===== src/rtl/systolic_result_writer.sv =====
// Drains result vectors from the 4x4 systolic array and writes them one word per
// cycle into the result RAM through an en/we/addr/di write port.
module systolic_result_writer #(
    parameter int DATA_WIDTH  = 16,
    parameter int LANES       = 4,
    parameter int ADDR_WIDTH  = 4,
    parameter int NUM_VECTORS = 4,
    parameter int BASE_ADDR   = 0
) (
    input  logic                          clk,
    input  logic                          rst,
    input  logic                          start,
    input  logic                          res_valid,
    output logic                          res_ready,
    input  logic [LANES*DATA_WIDTH-1:0]   res_data,
    output logic                          ram_en,
    output logic                          ram_we,
    output logic [ADDR_WIDTH-1:0]         ram_addr,
    output logic [DATA_WIDTH-1:0]         ram_di,
    output logic                          busy,
    output logic                          done
);

    localparam int VW    = (NUM_VECTORS > 1) ? $clog2(NUM_VECTORS) : 1;
    localparam int LW    = (LANES > 1) ? $clog2(LANES) : 1;
    localparam int VEC_W = LANES * DATA_WIDTH;
    localparam logic [VW-1:0] LAST_VEC  = VW'(NUM_VECTORS - 1);
    localparam logic [LW-1:0] LAST_LANE = LW'(LANES - 1);

    typedef enum logic [1:0] {IDLE, ACCEPT, WRITE, DONE} state_t;

    state_t                  state_q, state_d;
    logic [VW-1:0]           vec_cnt_q, vec_cnt_d;
    logic [LW-1:0]           lane_cnt_q, lane_cnt_d;
    logic [VEC_W-1:0]        vec_q, vec_d;
    logic [VEC_W-1:0]        src_vec;
    logic                    res_ready_q, res_ready_d;
    logic                    busy_q, busy_d;
    logic                    done_q, done_d;
    logic                    wr_q, wr_d;
    logic [ADDR_WIDTH-1:0]   ram_addr_q, ram_addr_d;
    logic [DATA_WIDTH-1:0]   ram_di_q, ram_di_d;

    always_ff @(posedge clk) begin
        if (rst) begin
            state_q     <= IDLE;
            vec_cnt_q   <= '0;
            lane_cnt_q  <= '0;
            res_ready_q <= 1'b0;
            busy_q      <= 1'b0;
            done_q      <= 1'b0;
            wr_q        <= 1'b0;
            ram_addr_q  <= '0;
            ram_di_q    <= '0;
        end else begin
            state_q     <= state_d;
            vec_cnt_q   <= vec_cnt_d;
            lane_cnt_q  <= lane_cnt_d;
            res_ready_q <= res_ready_d;
            busy_q      <= busy_d;
            done_q      <= done_d;
            wr_q        <= wr_d;
            ram_addr_q  <= ram_addr_d;
            ram_di_q    <= ram_di_d;
        end
    end

    // The latched vector is pure data; it is only meaningful after a handshake.
    always_ff @(posedge clk) begin
        vec_q <= vec_d;
    end

    always_comb begin
        state_d = state_q;
        case (state_q)
            IDLE:    if (start) state_d = ACCEPT;
            ACCEPT:  if (res_valid) state_d = WRITE;
            WRITE: begin
                if (lane_cnt_q == LAST_LANE) begin
                    state_d = (vec_cnt_q == LAST_VEC) ? DONE : ACCEPT;
                end
            end
            DONE:    state_d = IDLE;
            default: state_d = IDLE;
        endcase
    end

    always_comb begin
        vec_cnt_d  = vec_cnt_q;
        lane_cnt_d = lane_cnt_q;
        vec_d      = vec_q;
        src_vec    = vec_q;
        case (state_q)
            IDLE: begin
                if (start) vec_cnt_d = '0;
            end
            ACCEPT: begin
                if (res_valid) begin
                    vec_d      = res_data;
                    src_vec    = res_data;
                    lane_cnt_d = '0;
                end
            end
            WRITE: begin
                if (lane_cnt_q == LAST_LANE) begin
                    if (vec_cnt_q != LAST_VEC) vec_cnt_d = vec_cnt_q + 1'b1;
                end else begin
                    lane_cnt_d = lane_cnt_q + 1'b1;
                end
            end
            default: ;
        endcase

        // Outputs are registered, so they are decoded from the state being entered.
        res_ready_d = (state_d == ACCEPT);
        busy_d      = (state_d != IDLE);
        done_d      = (state_d == DONE);
        wr_d        = (state_d == WRITE);
        ram_addr_d  = ram_addr_q;
        ram_di_d    = ram_di_q;
        if (wr_d) begin
            ram_addr_d = ADDR_WIDTH'(32'(BASE_ADDR) + 32'(vec_cnt_d) * 32'(LANES)
                                     + 32'(lane_cnt_d));
            ram_di_d   = src_vec[32'(lane_cnt_d) * DATA_WIDTH +: DATA_WIDTH];
        end
    end

    assign res_ready = res_ready_q;
    assign busy      = busy_q;
    assign done      = done_q;
    assign ram_en    = wr_q;
    assign ram_we    = wr_q;
    assign ram_addr  = ram_addr_q;
    assign ram_di    = ram_di_q;

endmodule


===== config.mk =====
export PLATFORM = sky130hd
export DESIGN_NAME = systolic_result_writer
export DESIGN_NICKNAME = d
export VERILOG_FILES = /design/src/rtl/systolic_result_writer.sv
export SDC_FILE = /design/constraint.sdc
export NUM_CORES = 1
export LEC_CHECK = 0
export ABC_CLOCK_PERIOD_IN_PS = 2900
export CORE_MARGIN = 2
export CORE_UTILIZATION = 51
export CTS_CLUSTER_SIZE = 40
export DETAILED_ROUTE_END_ITERATION = 12
export PLACE_DENSITY = 0.88
export SKIP_LAST_GASP = 1
export SLEW_MARGIN = 20
export SYNTH_ARGS = -nofsm -noshare
export SYNTH_HDL_FRONTEND = slang
export SYNTH_SLANG_ARGS = --single-unit

===== constraint.sdc =====
create_clock -name clk -period 2.9 [get_ports clk]
set_input_delay 0.58 -clock clk [delete_from_list [all_inputs] [get_ports clk]]
set_output_delay 0.58 -clock clk [all_outputs]
set_load 0.02 [all_outputs]

==> qor.txt <==
register area - 0.00188 mm²
WP buf/inv - 2
Detail Placement HPWL - 8.19 mm
I/O Pins - 93
die width - 97.9 µm
RSZ-0062 raised after global routing - no
port buffer count - 92
DIE AREA - 0.00959 mm²
setup bufs post-CTS - 0
placed inst area - 0.00551 mm²
PnR worst setup slack - 235 ps
# fillers - 675
Slowest-stage cell, CP - mux4_1
Initial DRT Pass Iterations - 5
clk sink count - 94
fin crit share - 0.919
Synth Area per Inst - 9.01 µm²
Cell Area, Synth - 0.00450 mm²
top cells by area, synth - dfxtp_1 42%, nand2_1 16%, mux2i_1 6.9%
Worst Path Arrival - 2900 ps
core area - 0.00864 mm²
critical path class - reg -> reg
Yosys top cell by area - dfxtp_1
NumNets Final - 658
CP top delay family - multiplexers
# hold bufs at CTS - 0
register area share after synthesis - 0.418
crit path time final - 2660 ps
post-synth top area share - 0.418
final total negative setup slack - 0 ps
GRT Util Overall - 0.241
DRC violations left - 0
Pwr per Cell Area - 879 mW/mm²
YS warnings - 0
Initial Util - 0.521
First DRT Iteration DRCs - 177
crit path launch type - flip-flop
deepest clock path buffer count - 2
maxcap violations - 0
Die H - 97.9 µm
static leakage - 2.58 nW
Final Skew - 8.16 ps
H-tree depth - 3
Place WS - 92.3 ps
Routed WL - 11.4 mm
Setup-failing EPs final - 0
distinct cell type count after synthesis - 45
largest net degree at the start of global routing - 30
Critical Path Max Stage Delay - 550 ps
most frequent cells in the layout - 196 x nand2_1, 94 x dfxtp_1, 92 x clkdlybuf4s50_1
Syn Inst Count - 499
WL/cell - 16.3 µm
Synth-to-Final Area Change - 26.8%
Fin Hold WS - 441 ps
CTS resizes - 0
initial antenna violation count - 0
TritonCTS clock tree - done
outcome - finished clean
slew margin rel. - 0.673
Worst VDD drop - 0.000498 V
Final Max Tran Viols - 0
gpl congestion - 0.834
Crit path required time - 3130 ps
Post-synth EDFFs - 0
critical path cell sequence - inv_1 > ha_1 > mux2i_2 > nor2_4 > a21oi_4 > buf_12 > mux4_1 > a21oi_1 > a221oi_1
most common cell after layout, fill and taps aside - nand2_1
ys flop type - dfxtp_1
asr flop ratio synth - 0
multi-input logic area - 0.00233 mm²
first-pass GRT wire length - 18.7 mm
Clk Tree Root Cell - clkbuf_8
#FFs+latches synth - 94
worst skew pair latency - 360 ps
design area - 0.00570 mm²
vias per cell - 5.55
clk slew on worst S/H paths - 90 ps
row cnt - 34
Worst Max-Slew Pin Slew - 488 ps
CTS buffer count - 9
layout cells sized above 1 - 0.136
fin util - 0.660
syn_nets - 571
number of global-route vias before repair - 3968
endpoints failing hold - 0
vias - 3874
# diodes - 0
post-route ant nets - 0
Max Fclk - 0.375 GHz
Congestion Overflow GR - 0
crit path capture type - flip-flop
Hold/Removal Path Class - reg -> reg
CP max FO - 11
[cell usage after synthesis, types with 2 or more instances]
cell type / count
mux2i_1: 31
dfxtp_1: 94
a21oi_1: 17
buf_4: 6
or2_2: 3
buf_6: 4
nor2_1: 11
o22a_1: 15
clkbuf_8: 2
o21ai_0: 3
buf_1: 4
a21oi_4: 2
nor3_1: 4
clkbuf_1: 10
mux2_2: 2
nand2_2: 2
mux4_2: 11
ha_1: 4
mux4_1: 4
a221oi_1: 3
a22oi_1: 2
a311o_1: 2
nand2_1: 197
inv_1: 21
a21oi_2: 10
o211ai_1: 2
buf_2: 3
a221oi_2: 12
and2_1: 2
[sequential cells by signal, summed over array words and instances (netlist names), 2 cells and up]
register,cells
vec_q,64
ram_di,16
state_q,2
ram_addr,4
lane_cnt_q,2
vec_cnt_q,2
[worst register-to-register path, delay by kind of cell (launching register included)]
family | cells | cell delay [ps]
buffers and inverters | 2 | 290
AO/OA/AOI/OAI | 3 | 480
flip-flops | 1 | 420
AND/OR/NAND/NOR | 1 | 90
adder cells (fa/ha/maj) | 1 | 410
multiplexers | 2 | 850
[power by group]
part / switching, mW / total [mW] / internal (mW)
Sequential: 0.289 / 2.11 / 1.82
Clock: 0.436 / 0.850 / 0.415
Combinational: 1.11 / 2.05 / 0.940
[stage by stage]
step | cells | total power [mW]
2_1_floorplan | 499 | 3.50
3_3_place_gp | 683 | 4.00
4_1_cts | 698 | 5.00
5_1_grt | 698 | 5.32
3_5_place_dp | 683 | 4.16
6_report | 698 | 5.01
[path summary, 6_finish.rpt]
path,startpoint,slack (ps),end,cells after the start
max reg2reg,state_q[0],240,ram_di[1],9
min,vec_q[57],440,vec_q[57],2
min reg2reg,vec_q[57],440,vec_q[57],2
max,state_q[0],240,ram_di[1],9
[cell type report]
class / count / area share
well taps: 108 / 0.0237
flip-flops and latches: 94 / 0.330
clock buffers: 11 / 0.0248
repair buffers: 107 / 0.190
multi-input cells: 353 / 0.409
clock inverters: 4 / 0.00834
inverters: 21 / 0.0138
[per-layer routing]
metal  wire [µm]  global-route usage
met1        4580               0.290
met2        5960               0.423
met3         592              0.0544
met4         263              0.0876
met5           0                   0
[cell families (layout without fill, tap and decap cells)]
group           Yosys count  in the layout  share of synthesized area
buf+inv                  52            143                     0.0651
flops                    94             94                      0.418
mux                      49             49                      0.155
compound gates           72             72                      0.144
fa+ha+maj                 4              4                     0.0111
simple gates            228            228                      0.206
Note: power is estimated with default switching activity, not from simulation.
